### config.mk
export PLATFORM = sky130hd
export DESIGN_NAME = fifo_block_accumulator
export DESIGN_NICKNAME = d
export VERILOG_FILES = /design/src/rtl/fifo_pkg.sv /design/src/rtl/fifo_block_acc_ctrl.sv /design/src/rtl/fifo_block_accumulator.sv
export SDC_FILE = /design/constraint.sdc
export NUM_CORES = 1
export LEC_CHECK = 0
export CAP_MARGIN = 20
export CORE_UTILIZATION = 40
export DETAILED_ROUTE_END_ITERATION = 7
export PLACE_DENSITY_LB_ADDON = 0.08
export SYNTH_ARGS = -nofsm -noshare
export SYNTH_HDL_FRONTEND = slang
export SYNTH_HIERARCHICAL = 1
export SYNTH_SLANG_ARGS = --single-unit
export TNS_END_PERCENT = 5
### constraint.sdc
create_clock -name ck -period 2.5 [get_ports ck]
set_input_delay 0.25 -clock ck [delete_from_list [all_inputs] [get_ports ck]]
set_output_delay 0.25 -clock ck [all_outputs]
set_load 0.005 [all_outputs]
### src/rtl/fifo_pkg.sv
// Shared constants and helpers for the FIFO dataflow fabric and its adjacent stages.
package fifo_pkg;

    localparam int unsigned FIFO_DATA_W = 8;
    localparam int unsigned FIFO_DEPTH  = 8;

    // Result-slot occupancy of the block accumulator.
    typedef enum logic {
        RES_IDLE = 1'b0,
        RES_PEND = 1'b1
    } res_state_t;

    // Counter width that never collapses to zero bits.
    function automatic int unsigned clog2_min1(input int unsigned value);
        return (value <= 2) ? 1 : $clog2(value);
    endfunction

endpackage

### src/rtl/fifo_block_acc_ctrl.sv
// Control for fifo_block_accumulator: word counter, result-pending flag and FIFO handshakes.
module fifo_block_acc_ctrl
    import fifo_pkg::*;
#(
    parameter int unsigned COUNT = 4,
    parameter int unsigned CNT_W = clog2_min1(COUNT)
) (
    input  logic ck,
    input  logic reset,
    input  logic in_empty,
    input  logic out_full,
    input  logic clear,
    output logic in_read,
    output logic out_write,
    output logic busy,
    output logic load_res,
    output logic clr_acc
);

    localparam logic [CNT_W-1:0] LAST_CNT = CNT_W'(COUNT - 1);

    logic [CNT_W-1:0] acc_cnt;
    logic [CNT_W-1:0] acc_cnt_next;
    res_state_t       state;
    res_state_t       state_next;
    logic             pend;
    logic             last;
    logic             stall;

    always_ff @(posedge ck or posedge reset) begin
        if (reset) begin
            state   <= RES_IDLE;
            acc_cnt <= '0;
        end else begin
            state   <= state_next;
            acc_cnt <= acc_cnt_next;
        end
    end

    always_comb begin
        pend         = (state == RES_PEND);
        out_write    = pend & ~out_full;
        last         = (acc_cnt == LAST_CNT);
        // The last word may only be taken if the result slot frees up on this edge.
        stall        = last & pend & ~out_write;
        in_read      = ~in_empty & ~stall & ~clear;
        load_res     = in_read & last;
        clr_acc      = clear | load_res;
        busy         = (acc_cnt != '0) | pend;

        acc_cnt_next = acc_cnt;
        if (clr_acc) begin
            acc_cnt_next = '0;
        end else if (in_read) begin
            acc_cnt_next = acc_cnt + CNT_W'(1);
        end

        state_next = state;
        if (load_res) begin
            state_next = RES_PEND;
        end else if (out_write) begin
            state_next = RES_IDLE;
        end
    end

endmodule

### src/rtl/fifo_block_accumulator.sv
// Sums each group of COUNT upstream words into one downstream result word.
// Define FIFO_BLOCK_ACC_SIGNED_EN for a two's-complement (sign-extended) sum.
module fifo_block_accumulator
    import fifo_pkg::*;
#(
    parameter int unsigned IN_WIDTH  = FIFO_DATA_W,
    parameter int unsigned COUNT     = 4,
    parameter int unsigned OUT_WIDTH = IN_WIDTH + $clog2(COUNT)
) (
    input  logic                 ck,
    input  logic                 reset,
    input  logic                 in_empty,
    input  logic [IN_WIDTH-1:0]  in_data,
    output logic                 in_read,
    input  logic                 out_full,
    output logic                 out_write,
    output logic [OUT_WIDTH-1:0] out_data,
    input  logic                 clear,
    output logic                 busy
);

    localparam int unsigned EXT_W = OUT_WIDTH - IN_WIDTH;

    logic [OUT_WIDTH-1:0] acc;
    logic [OUT_WIDTH-1:0] res;
    logic [OUT_WIDTH-1:0] ext;
    logic [OUT_WIDTH-1:0] sum;
    logic                 load_res;
    logic                 clr_acc;

    fifo_block_acc_ctrl #(
        .COUNT (COUNT)
    ) u_ctrl (
        .ck        (ck),
        .reset     (reset),
        .in_empty  (in_empty),
        .out_full  (out_full),
        .clear     (clear),
        .in_read   (in_read),
        .out_write (out_write),
        .busy      (busy),
        .load_res  (load_res),
        .clr_acc   (clr_acc)
    );

`ifdef FIFO_BLOCK_ACC_SIGNED_EN
    assign ext = {{EXT_W{in_data[IN_WIDTH-1]}}, in_data};
`else
    assign ext = {{EXT_W{1'b0}}, in_data};
`endif

    assign sum      = acc + ext;
    assign out_data = res;

    always_ff @(posedge ck or posedge reset) begin
        if (reset) begin
            acc <= '0;
            res <= '0;
        end else begin
            if (clr_acc) begin
                acc <= '0;
            end else if (in_read) begin
                acc <= sum;
            end
            if (load_res) begin
                res <= sum;
            end
        end
    end

endmodule

==> impl_metrics.toml, run 1 <==
[status]
outcome = "finished clean"

[route]
num_vias = 1180
drc_errors = 0
vias_per_cell = 5.29
wl_per_cell_microns = 13.3
drt_wl_total_microns = 2970
dr.pass1.iters = 4
drtIter0Drc = 46
ant_nets = 0

[synth]
synth_edf_count = 0
synth_cell_types = 36
synth_nets = 172
ys_warn_count = 6
synth_area_per_cell_sq_um = 9.55
synth-async-reset-ratio_pct = 100
synth_common_cells = "dfrtp_1, a21oi_1, inv_1, nand2_1, ha_1"
ys_top_cells_by_area = "dfrtp_1, ha_1, mux2_2"
ys_ff_latch = 23
synth_seq_area_share_pct = 40.7
synth_area_leader_cell = "dfrtp_1"
syn_inst = 148
syn_area_sq_mm = 0.00141
synth_top_area_share_pct = 40.7
ys.flop_type = "dfrtp_1"
synthMostInstantiatedCell = "dfrtp_1"

[placed_design]
io_buffers = 25
place_congestion = 0.789
dp.final_hpwl_microns = 2200

[critical_path]
rr_startpoint = "acc[0]"
timing.rr.end = "acc[8]"
r2r_slack_ns = 0.30
crit_end = "in_read"
cp_max_fo = 8
end_kind = "primary output"
cp-startpoint = "u_ctrl/acc_cnt[0]"
required_ns = 2.25
rr_worst_depth = 8
critPathKind = "reg -> out"
cp.arrival_ns = 2.03
crit_path_start_kind = "register"

[cells_and_area]
drive_above_1_share_pct = 10.2
final_util_pct = 52.6
area_growth_syn_to_layout_pct = 25.0
fin_nets = 202
fillCellCount = 341
n_antenna_cell = 0

[cts]
cts_tree = "built"
cts_resized = 0
worstSkewPairLatency_ns = 0.32
clk_pin_slew_ns = 0.12
cts.sinks = 23
cts.path.max_buffers = 2
ctsRootBufferMaster = "clkbuf_4"
cts_htree_levels = 1
postCtsSetupBuffers = 0
hold_buffers = 0
cts_buffers = 3

[power_and_ir_drop]
p_per_area_mw_per_mm2 = 484
power_mw = 0.856
p_leak_nw = 0.797
ir_drop_v = 0.000424

[grt]
grt_pass1_vias = 1108
gr-total-overflow = 0
grt_start_max_net_pins = 21
track_usage_pct = 17.6
grt_pass1_wl_microns = 4840
antenna_found_initial = 0

[timing]
hold_viol = 0
slew_violations = 0
finalCriticalPeriod_ns = 2.28
rsz0062_at_grt = "no"
skew_ns = 0.00618
finalCritPeriodShare_pct = 91.4
fmax_ghz = 0.438
worst_pin_slew_ns = 0.828
setup_violations = 0
slew_headroom_pct = 44.8

[floorplanning]
die_x_microns = 61.5
die_y_microns = 61.5
io_pins = 26
rows = 21
die-area_sq_mm = 0.00378
initial_core_util_pct = 42.0
core_area_sq_mm = 0.00336

[hold_path]
min_path_type = "in -> async"

[job]
cap_violations = 0
-- cells in the final DEF, fill, tap and decap left out, types with 5 or more instances in the layout --
master | synthesis | final
a21oi_1 | 13 | 13
clkdlybuf4s50_1 | 0 | 25
dfrtp_1 | 23 | 23
ha_1 | 10 | 10
inv_1 | 13 | 13
mux2_2 | 6 | 6
nand2_1 | 13 | 13
nand4_1 | 6 | 6
nor2_1 | 9 | 9
nor2b_1 | 5 | 5
-- sequential cells by signal, summed over array words and instances, names as in the netlist --
| name | flops |
|---|---|
| u_ctrl/pend | 1 |
| u_ctrl/acc_cnt | 2 |
| acc | 10 |
| out_data | 10 |
-- through the flow --
stage / hold slack (ns) / cells / area (sq um) / setup slack (ns) / TNS (ns)
after floorplan: 0.00364 / 148 / 1410 / 0.454 / 0
final: 0.114 / 223 / 1770 / 0.216 / 0
after detailed placement: 0.459 / 219 / 1740 / -0.0537 / -0.0537
after global routing: 0.119 / 223 / 1770 / 0.104 / 0
after CTS: 0.113 / 223 / 1760 / 0.114 / 0
after global placement: 0.452 / 219 / 1740 / 0.0184 / 0
-- final cells by class --
| class | count | area (sq um) | area share, % |
|---|---|---|---|
| multi-input cells | 107 | 776 | 43.9 |
| repair buffers | 29 | 280 | 15.9 |
| inverters | 14 | 52.6 | 2.97 |
| flip-flops and latches | 23 | 576 | 32.6 |
| clock buffers | 4 | 26.3 | 1.49 |
| well taps | 46 | 57.6 | 3.26 |
-- metal layers --
metal	part of all wire, %	vias to the layer above	track usage, %	wire length (microns)
met1	46	566	21.2	1380
met2	49	28	31.2	1440
met3	4.0	4	4.41	120
met4	0.87	0	5.08	26
li1	-	582	-	-
met5	0	-	0	0
-- power breakdown --
group / total [mW] / internal [mW] / leakage (nW) / switching, mW
Sequential: 0.435 / 0.412 / 0.305 / 0.0237
Combinational: 0.245 / 0.138 / 0.477 / 0.107
Clock: 0.176 / 0.0624 / 0.0150 / 0.113
Total: 0.856 / 0.612 / 0.797 / 0.244
-- critical path: stages, from the launching register on --
cell and delay (ns):
dfrtp_1 0.45, ha_1 0.31, a311oi_2 0.29, buf_4 0.18, clkdlybuf4s50_1 0.49
-- cells by family (layout without fill, tap and decap cells) --
logic type	Yosys count	count (layout)	synth area share, %
simple gates	49	49	18.0
compound gates	34	34	16.5
flops	23	23	40.7
buf+inv	18	47	4.87
fa+ha+maj	11	11	10.3
mux	11	11	8.50
xor+xnor	2	2	1.24
-- worst min-delay path by stage --
stage	depth (start not counted)	startpoint	to	slack, ns
after floorplan	1	reset	u_ctrl/acc_cnt[0]	0.004
after global placement	2	reset	u_ctrl/pend	0.45
after detailed placement	2	reset	u_ctrl/acc_cnt[1]	0.46
after CTS	2	reset	u_ctrl/acc_cnt[1]	0.11
after global routing	2	reset	u_ctrl/acc_cnt[0]	0.12
final	2	reset	u_ctrl/acc_cnt[1]	0.11
Power figures use the tool's default switching activity.
==> inputs of run 2 (changes only) <==
SETUP_SLACK_MARGIN = 0.4   (was not set)
SYNTH_HIERARCHICAL = not set   (was 1)
==> impl_metrics.toml, run 2 <==
[cells_and_area]
most-common-layout-cells = "clkdlybuf4s50_1, dfrtp_1, nand2_1"
multi_input_area_sq_um = 674
fin_nets = 174
area_growth_syn_to_layout_pct = 28.8
n_antenna_cell = 0
fin_cells = 193
drive_above_1_share_pct = 14.8
fillCellCount = 289
final_common_cell = "clkdlybuf4s50_1"
seqCellArea_sq_um = 576

[critical_path]
cp_slowest_stage_delay_ns = 0.46
cp_top_family = "buffers and inverters"
required_ns = 2.70
rr_worst_depth = 9
r2r_slack_ns = 0.52
rr_startpoint = "acc[0]"
cp-startpoint = "in_data[0]"
crit_cells = 10
worstPathCellList = "clkdlybuf4s50_1, ha_1, inv_1, fa_1, nor2b_1, o2111ai_2, a21oi_2, buf_4, or4_4, o211ai_2"
crit_buf_inv = 3
crit_path_start_kind = "input pin"
critPathSlowestCell = "clkdlybuf4s50_1"
end_kind = "register"
cp_max_fo = 3
cp.arrival_ns = 2.20
critPathKind = "in -> reg"

[route]
drc_errors = 0
drt_wl_total_microns = 2630
dr.pass1.iters = 3
num_vias = 1004
drtIter0Drc = 22
vias_per_cell = 5.20
ant_nets = 0
wl_per_cell_microns = 13.6

[cts]
cts_tree = "built"
clk_pin_slew_ns = 0.13
cts_htree_levels = 1
cts.path.max_buffers = 2
cts.sinks = 23
hold_buffers = 0
worstSkewPairLatency_ns = 0.31
cts_buffers = 3
ctsRootBufferMaster = "clkbuf_4"

[timing]
slew_violations = 0
skew_ns = 0.00340
finalCriticalPeriod_ns = 2.00
finalCritPeriodShare_pct = 80.0
hold_viol = 0
rsz0062_at_grt = "yes"
fmax_ghz = 0.500
setup_violations = 0
setup-tns-final_ns = 0
slew_headroom_pct = 76.6
worst_pin_slew_ns = 0.350

[grt]
gr-total-overflow = 0
grt_pass1_wl_microns = 4490
grt_pass1_vias = 995
antenna_found_initial = 0
track_usage_pct = 17.6
grt_start_max_net_pins = 24

[synth]
ys_top_cells_by_area = "dfrtp_1, ha_1, mux2_2"
synth_top_area_share_pct = 45.1
ys_warn_count = 0
synth_area_leader_cell = "dfrtp_1"
synth_common_cells = "dfrtp_1, nand2_1, ha_1"
synth_cell_types = 34
syn_area_sq_mm = 0.00128
synth_nets = 142
synth_seq_area_share_pct = 45.1
syn_inst = 118
synth_edf_count = 0
synth-async-reset-ratio_pct = 100
ys.flop_type = "dfrtp_1"
synthMostInstantiatedCell = "dfrtp_1"
ys_ff_latch = 23
synth_area_per_cell_sq_um = 10.8

[placed_design]
io_buffers = 25
dp.final_hpwl_microns = 1880
dp.cells = 188
place_congestion = 0.753

[hold_path]
min_path_type = "in -> async"

[power_and_ir_drop]
p_per_area_mw_per_mm2 = 575
combPwrFrac_pct = 33.5
seq_power_share_pct = 48.1
swShare_pct = 30.0
power_mw = 0.946
clkPwrFrac_pct = 18.4
ir_drop_v = 0.000326
p_int_mw = 0.663
p_sw_mw = 0.283
p_leak_nw = 0.775

[floorplanning]
core_area_sq_mm = 0.00303
io_pins = 26
die_y_microns = 58.5
initial_core_util_pct = 42.1
die_x_microns = 58.5
rows = 20
die-area_sq_mm = 0.00342

[status]
outcome = "finished clean"

[job]
cap_violations = 0
run 2: changes by cell type in the layout (fill, tap and decap cells not counted), sizes merged, moves of 3 or more:
cell	delta
a21oi	-9
a22o	+6
nand4	-6
nor2	-6
o21ai	+6
inv	-5
a211o	-4
nand3	-4
nand3b	-4
mux2i	-3
nor2b	-3
xor2	+3
run 2: tightest hold or removal path: cells and delay by family:
family	cells	cell delay [ns]
buffers and inverters	3	0.73
run 2: layer usage:
metal	vias to the layer above	routed length (microns)	GRT usage, %
met5	-	0	0
met4	0	35	6.12
met3	4	81	1.98
met2	17	1270	29.4
met1	501	1240	23.8
li1	482	-	-
run 2: cells by family (layout without fill, tap and decap cells):
group                    Yosys count  after routing  share of synthesized area (%)
AO/OA/AOI/OAI                     36             36                           20.3
multiplexers                       6              6                           5.29
AND/OR/NAND/NOR                   25             25                           10.1
XOR/XNOR                           7              7                           4.80
adder cells (fa/ha/maj)           11             11                           11.4
flip-flops                        23             23                           45.1
buffers and inverters             10             41                           3.04
run 2: per-stage QoR:
step	hold slack (ns)	setup slack, ns	instance area [sq um]	utilization, %
floorplan	0.252	0.679	1280	-
detailed placement	0.470	0.0445	1600	52.7
CTS	0.274	0.372	1630	53.7
global placement	0.461	0.181	1600	52.7
finish	0.272	0.499	1640	54.3
global route	0.302	0.354	1640	54.3
run 2: final cells by class:
cell class	instances	area share, %
repair buffers	29	17.2
flip-flops and latches	23	35.0
multi-input cells	85	41.0
inverters	8	1.83
well taps	44	3.35
clock buffers	4	1.60
run 2: what timing repair did:
item / CTS / global route
buffers inserted: 0 / 1
gates cloned: 0 / 0
pin swaps: 0 / 2
setup endpoints to repair: 2 / 4
resized for setup: 1 / 3
run 2: power by group through the flow:
stage	clock network [mW]	logic, mW	registers [mW]
after floorplan	0	0.178	0.461
after global placement	0	0.307	0.460
final	0.174	0.317	0.455
after global routing	0.194	0.355	0.463
after CTS	0.184	0.316	0.455
after detailed placement	0	0.312	0.463
run 2: final timing paths:
path                                endpoint
max                                   acc[8]
min                              out_data[0]
max reg2reg                           acc[8]
min reg2reg                      out_data[1]
max in group asynchronous  u_ctrl.acc_cnt[0]
min in group ck                  out_data[1]
==> inputs of run 3 (changes only) <==
clock period = 2 ns   (was 2.5 ns; I/O delays follow)
==> impl_metrics.toml, run 3 (same netlist as run 2, synthesis figures left out) <==
[status]
outcome = "finished clean"

[critical_path]
cp_max_fo = 4
crit_path_start_kind = "register"
required_ns = 2.23
timing.rr.end = "out_data[8]"
worstPathCellList = "ha_2, inv_1, fa_2, nor2b_4, o2111ai_2, a21oi_2, nor3_1, o31ai_1"
crit_end = "out_data[8]"
crit_cells = 8
r2r_slack_ns = 0.16
rr_startpoint = "acc[0]"
rr_worst_depth = 8
cp-startpoint = "acc[0]"
critPathKind = "reg -> reg"
critPathSlowestCell = "dfrtp_1"
end_kind = "register"
cp_top_family = "adder cells"
crit_buf_inv = 1
cp.arrival_ns = 2.06
cp_slowest_stage_delay_ns = 0.38

[floorplanning]
core_area_sq_mm = 0.00303
rows = 20
die-area_sq_mm = 0.00342
io_pins = 26
initial_core_util_pct = 42.1
die_y_microns = 58.5
die_x_microns = 58.5

[timing]
skew_ns = 0.00362
finalCriticalPeriod_ns = 1.84
rsz0062_at_grt = "yes"
worst_pin_slew_ns = 0.568
finalCritPeriodShare_pct = 91.8
slew_headroom_pct = 62.1
setup_violations = 0
hold_viol = 0
setup-tns-final_ns = 0
fmax_ghz = 0.545
slew_violations = 0
setup_ws_ns = 0.164

[route]
drtIter0Drc = 34
vias_per_cell = 5.24
drc_errors = 0
drt_wl_total_microns = 2770
dr.pass1.iters = 4
wl_per_cell_microns = 13.8
ant_nets = 0
num_vias = 1053

[power_and_ir_drop]
p_per_area_mw_per_mm2 = 712
combPwrFrac_pct = 36.5
p_int_mw = 0.868
clkPwrFrac_pct = 17.6
p_leak_nw = 0.812
ir_drop_v = 0.000405
p_sw_mw = 0.375
swShare_pct = 30.2
seq_power_share_pct = 45.9

[grt]
grt_use_met2_pct = 34.3
grt_start_max_net_pins = 24
use_met3_pct = 1.98
grt_pass1_vias = 1110
grt_pass1_wl_microns = 4770
use_met1_pct = 21.5
gr-total-overflow = 0
grt_busiest_layer = "met2"
track_usage_pct = 18.3
antenna_found_initial = 0

[cells_and_area]
n_antenna_cell = 0
fin_nets = 182
area_growth_syn_to_layout_pct = 36.9
drive_above_1_share_pct = 24.8
most-common-layout-cells = "clkdlybuf4s50_1, dfrtp_1, nand2_1"
fillCellCount = 270
final_common_cell = "clkdlybuf4s50_1"

[cts]
cts.sinks = 23
cts_htree_levels = 1
worstSkewPairLatency_ns = 0.31
clk_pin_slew_ns = 0.13
cts_tree = "built"
cts_buffers = 3
ctsRootBufferMaster = "clkbuf_4"
cts.path.max_buffers = 2

[placed_design]
preCtsSetupSlack_ns = -0.144
dp.final_hpwl_microns = 1960
io_buffers = 25
place_congestion = 0.754

[hold_path]
min_path_type = "in -> async"

[job]
cap_violations = 0
[run 3: cell count changes in the layout (fill, tap and decap cells not counted), sizes merged]
cell          before  now
dlygate4sd2        0    1
dlymetal6s2s       1    0
buf                4   12
[run 3: stage by stage]
step                      instances  power (mW)  hold slack [ns]  util, %  area (sq um)
final                           201        1.24            0.206     57.7          1750
after detailed placement        195        1.01            0.471     55.2          1670
after global routing            201        1.32            0.257     57.7          1750
after global placement          195        1.00            0.467     55.2          1670
after floorplan                 118       0.809            0.202        -          1300
after CTS                       201        1.24            0.213     57.2          1730
[run 3: what timing repair did]
action,in CTS,in global routing
hold buffers,0,0
buffers inserted,2,0
pin swaps,5,3
gates resized for setup,5,3
setup endpoints to repair,23,25
[run 3: worst min path at each step]
stage / startpoint / endpoint / cells after the start
2_1_floorplan: reset / acc[0] / 1
3_3_place_gp: out_data[1] / out_data[1] / 2
3_5_place_dp: out_data[2] / out_data[2] / 2
4_1_cts: reset / out_data[1] / 3
5_1_grt: reset / out_data[1] / 3
6_report: reset / out_data[1] / 3
[run 3: layout make-up]
cell class              count  area [sq um]  share of cell area [%]
clock buffers               4          26.3                    1.50
repair buffers             37           339                    19.4
multi-input cells          85           721                    41.3
flip-flops and latches     23           576                    33.0
well taps                  44          55.1                    3.15
inverters                   8          30.0                    1.72
[run 3: metal layers]
layer  wire length (microns)  vias up
li1                        -      500
met1                    1280      532
met2                    1400       17
met3                      65        4
met4                      29        0
met5                       0        -
[run 3: power groups by stage]
stage	clock network (mW)	registers, mW	logic (mW)
global route	0.243	0.580	0.501
finish	0.219	0.571	0.453
floorplan	0	0.576	0.233
detailed placement	0	0.579	0.430
global placement	0	0.576	0.424
CTS	0.226	0.571	0.447
[run 3: tightest hold or removal path: stages]
cell	delay (ns)
clkdlybuf4s50_1	0.39
inv_1	0.05
buf_4	0.28
==> variant 1 (config.mk and constraints of run 2) <==
`COUNT` is set to 4 in 2 places; all go to 8.
--- a/src/rtl/fifo_block_acc_ctrl.sv
+++ b/src/rtl/fifo_block_acc_ctrl.sv
@@ -3,5 +3,5 @@
     import fifo_pkg::*;
 #(
-    parameter int unsigned COUNT = 4,
+    parameter int unsigned COUNT = 8,
     parameter int unsigned CNT_W = clog2_min1(COUNT)
 ) (
--- a/src/rtl/fifo_block_accumulator.sv
+++ b/src/rtl/fifo_block_accumulator.sv
@@ -5,5 +5,5 @@
 #(
     parameter int unsigned IN_WIDTH  = FIFO_DATA_W,
-    parameter int unsigned COUNT     = 4,
+    parameter int unsigned COUNT     = 8,
     parameter int unsigned OUT_WIDTH = IN_WIDTH + $clog2(COUNT)
 ) (
Ports: changed (resized out_data); port bits go from 26 to 27. The function was not compared with the original's and may differ.
==> variant 1 against run 2 <==
  * Hold slack better by 0.0038 ns
  * Wire length rose by 4.8%
  * Cell area grew 8.1%
  * Sequential cell count increased by 3
  * Synthesized area up 11%
  * Die area increased by 11%
  * Synthesized cell count rose by 14%
  * Utilization shrank 1.4 points
  * Worst setup slack lost 0.050 ns
  * Maximum frequency fell by 2.5%
  * Largest cell class unchanged
  * Total power down 8.8%
==> variant 1: results (changes against run 2) <==
Synthesis
  – Ranking of synthesized cells by area: dfrtp_1, ha_1, mux2_2
  – Multiplexer area fraction after synthesis: 4.76% (-0.53 points)
  – Post-synthesis compound-gate area fraction: 19.9% (-0.36 points)
  – Post-synthesis cell type count: 31 (-8.8%)
  – Mean Syn Cell Area: 10.5 um^2 (-2.8%)
  – Register area share after synthesis: 45.9% (+0.76 points)
  – Post-Synth Adder-Cell Area: 11.1% (-0.26 points)
  – Syn nets: 160 (+13%)
  – Post-Synth XOR/XNOR Area: 5.56% (+0.75 points)

Power
  – Lkg Pwr: 0.820 nW (+5.8%)
  – Clk pwr share: 20.1% (+1.7 points)
  – VDD IR max: 285 uV (-13%)
  – Sw power: 0.255 mW (-10%)

Global route
  – GR Util met1: 21.7% (-2.1 points)
  – Met3 Resource Use GR: 3.99% (+2.0 points)
  – Met2 Use GR: 27.3% (-2.0 points)
  – GRT Total Usage: 16.2% (-1.4 points)
  – Largest net degree at the start of global routing: 27 (+13%)

Route
  – Routed len/inst: 13.1 um (-3.7%)
  – Routed vias: 1091 (+8.7%)
  – Initial DRC count: 44 (+100%)
  – First-pass detailed-route iteration total: 4 (+1)
  – DR WL met3: 117 um (+44%)
  – Met2 wire len: 1240 um (-2.4%)
  – Routed length on met1: 1390 um (+12%)

Timing
  – Clock Skews: 0.00376 ns (+0.000356 ns)
  – Tightest Pin Transition: 0.633 ns (+0.283 ns)
  – FMAX: 488 MHz (-2.5%)

Placement
  – HPWL Detailed: 2000 um (+6.2%)
  – Final RePlAce weighted congestion: 0.814 (+8.2%)
  – Pre-CTS WS: 0.0436 ns (-0.000943 ns)
  – Placed cell areas: 1740 um^2 (+8.9%)
  – IO Port Bufs: 26 (+4.0%)

Status
  – Status: completed

Layout
  – Fin cells: 210 (+8.8%)
  – Post-layout nets: 191 (+9.8%)
  – Layout cells sized above 1: 13.4% (-1.4 points)
  – Filler cells: 320 (+11%)

Setup path
  – Worst r2r path cells: 6 (-3)
  – Reg2reg start: u_ctrl.acc_cnt[0]$_DFFE_PP0P_
  – CP Launch Type: flop
  – Flop-to-flop setup slack: 0.48 ns (-0.04 ns)
  – Crit path DAT: 1.80 ns (-0.40 ns)
  – End of the worst register-to-register path: out_data[0]$_DFFE_PP0P_
  – Critical Path End: in_read
  – Crit Path Max Fanout: 5 (+2)
-- variant 1: per-stage QoR --
stage,total power [mW],hold slack [ns]
final,0.863,0.276
after CTS,0.871,0.279
after detailed placement,0.694,0.475
after floorplan,0.624,0.290
after global routing,0.917,0.298
after global placement,0.691,0.463
-- variant 1: worst max-delay path: stages (launching register included) --
cell	delay (ns)
dfrtp_1	0.43
ha_1	0.21
ha_1	0.25
a311oi_2	0.32
dlygate4sd2_1	0.28
-- variant 1: repair_timing --
action	4_1_cts	5_1_grt
buffers inserted	1	0
hold endpoints to repair	0	0
gates resized for setup	1	6
setup endpoints to repair	4	24
pin swaps	1	0
-- variant 1: area by class of cell --
class                      count  area [um^2]  area share [%]
inverter                       9         33.8            1.90
timing repair buffer          29          284            16.0
sequential                    26          651            36.6
clock buffer                   3         22.5            1.27
multi-input combinational     97          729            41.0
tap                           46         57.6            3.24
==> variant 2 (settings of run 2) <==
Made on the original files. Reset style: synchronous (`reset`), changed in 2 clocked blocks.
--- a/src/rtl/fifo_block_acc_ctrl.sv
+++ b/src/rtl/fifo_block_acc_ctrl.sv
@@ -28,5 +28,5 @@
     logic             stall;
 
-    always_ff @(posedge ck or posedge reset) begin
+    always_ff @(posedge ck) begin
         if (reset) begin
             state   <= RES_IDLE;
--- a/src/rtl/fifo_block_accumulator.sv
+++ b/src/rtl/fifo_block_accumulator.sv
@@ -53,5 +53,5 @@
     assign out_data = res;
 
-    always_ff @(posedge ck or posedge reset) begin
+    always_ff @(posedge ck) begin
         if (reset) begin
             acc <= '0;
Behaviour: differs if reset is asserted again (counterexample within 4 cycles, from zero or initial values and one cycle with reset high); with reset held inactive, the same outputs for 10 cycles.
==> variant 2 against run 2 <==
  * Synthesized area up 0.29%
  * Worst setup slack got worse by 0.067 ns
  * Cell area rose by 0.30%
  * Sequential cell count unchanged
  * Global-route usage rose by 1.7 points
  * Wire length rose by 14%
Power is not compared: it rests on default switching activity, and its combinational part moved more than twofold at a synthesized area within 25%.
==> variant 2: results (changes against run 2) <==
Global route
  – Largest net degree at the start of global routing: 18 (-25%)
  – Global-route wire length before repair: 5020 um (+12%)
  – GRT Total Usage: 19.4% (+1.7 points)
  – Met3 Resource Use GR: 4.40% (+2.4 points)
  – Number of global-route vias before repair: 1170 (+18%)
  – GR Util met1: 22.3% (-1.5 points)
  – Met2 Use GR: 35.6% (+6.2 points)

Synthesis
  – Post-synthesis compound-gate area fraction: 18.6% (-1.7 points)
  – Multiplexer area fraction after synthesis: 0% (-5.3 points)
  – Register area share after synthesis: 36.0% (-9.1 points)
  – Fraction of registers with async set/reset: 0% (-100 points)
  – Syn nets: 181 (+27%)
  – Post-synthesis cell type count: 33 (-2.9%)
  – Synth Flop Type: dfxtp_1
  – Ranking of synthesized cells by area: dfxtp_1, ha_1, nand2_1
  – Post-Synth Adder-Cell Area: 11.3% (-0.033 points)
  – Post-Synth XOR/XNOR Area: 3.42% (-1.4 points)

Layout
  – Inverters: 9 (+1)
  – Layout cells sized above 1: 9.78% (-5.0 points)
  – Register area: 463 um^2 (-20%)
  – Final instance area: 1650 um^2 (+0.30%)
  – Multi-input combinational gate total: 117 (+38%)
  – Fraction of area in multi-input gates: 46.8% (+5.8 points)
  – Filler cells: 333 (+15%)
  – Clk cell area share: 1.67% (+0.071 points)
  – Layout non-clock buf frac: 18.1% (+0.86 points)
  – Non-CTS buffers: 31 (+6.9%)
  – Post-layout nets: 209 (+20%)

Route
  – Post-Route WL: 3010 um (+14%)
  – Met2 wire len: 1520 um (+19%)
  – Routed vias: 1227 (+22%)
  – First-pass detailed-route iteration total: 4 (+1)
  – Routed length on met1: 1310 um (+5.2%)
  – DR WL met3: 156 um (+93%)

CTS
  – Clock Path Buffers: 2 (unchanged)
  – Root buf cell: clkbuf_4
  – Post_cts resized: 1 (unchanged)
  – CTS clk-pin slew, worst paths: 0.13 ns (about the same)

Setup path
  – End of the worst register-to-register path: out_data[6]$_SDFFE_PP0P_
  – Crit path DAT: 2.34 ns (+0.14 ns)
  – Worst r2r path cells: 8 (-1)
  – Reg2reg start: acc[0]$_SDFFE_PP0P_
  – Crit Path Max Fanout: 4 (+1)
  – Flop-to-flop setup slack: 0.47 ns (-0.05 ns)

Timing
  – Tightest Pin Transition: 0.345 ns (-0.00515 ns)
  – Clock Skews: 0.00892 ns (+0.00552 ns)

Placement
  – Placed cell areas: 1600 um^2 (about the same)
  – Final RePlAce weighted congestion: 0.780 (+3.7%)
  – HPWL Detailed: 2260 um (+20%)

Hold path
  – Hold Crit Class: reg -> reg
  – Hold Crit Depth: 2

Status
  – Status: completed
## variant 2: critical path, cell delays in order
cell and delay, ns:
clkdlybuf4s50_1 0.46, ha_2 0.19, inv_1 0.06, fa_1 0.41, nand2b_4 0.17, a21oi_2 0.18
a31oi_2 0.13, or4_1 0.41, nand3_1 0.07
## variant 2: power by group through the flow
stage	Sequential (mW)	Clock, mW	Combinational [mW]
floorplan	0.381	0	0.0554
global placement	0.381	0	0.0965
detailed placement	0.381	0	0.0973
CTS	0.373	0.183	0.0984
global route	0.374	0.197	0.110
finish	0.373	0.181	0.101
## variant 2: worst max-delay path by stage
stage / start / slack, ns / end / cells after the start
2_1_floorplan: acc[0]$_SDFFE_PP0P_ / 0.58 / out_data[6]$_SDFFE_PP0P_ / 8
3_3_place_gp: in_data[0] / 0.08 / out_data[6]$_SDFFE_PP0P_ / 9
3_5_place_dp: in_data[0] / 0.03 / out_data[6]$_SDFFE_PP0P_ / 9
4_1_cts: u_ctrl.acc_cnt[0]$_SDFFE_PP0P_ / 0.38 / in_read / 4
5_1_grt: in_data[0] / 0.32 / out_data[6]$_SDFFE_PP0P_ / 9
6_report: in_data[0] / 0.43 / out_data[6]$_SDFFE_PP0P_ / 9
## variant 2: through the flow
stage / hold WS [ns] / utilization [%] / total power [mW] / std cells / worst slack, ns
after floorplan: 0.437 / - / 0.436 / 157 / 0.583
after global placement: 0.441 / 52.3 / 0.478 / 224 / 0.0819
after detailed placement: 0.452 / 52.3 / 0.479 / 224 / 0.0272
after CTS: 0.469 / 53.3 / 0.655 / 228 / 0.378
after global routing: 0.490 / 54.0 / 0.682 / 228 / 0.321
final: 0.464 / 54.0 / 0.655 / 228 / 0.433
## variant 2: logic make-up after synthesis
family	count (synthesis)
fa+ha+maj	11
simple gates	64
xor+xnor	5
buf+inv	17
flops	23
compound gates	37
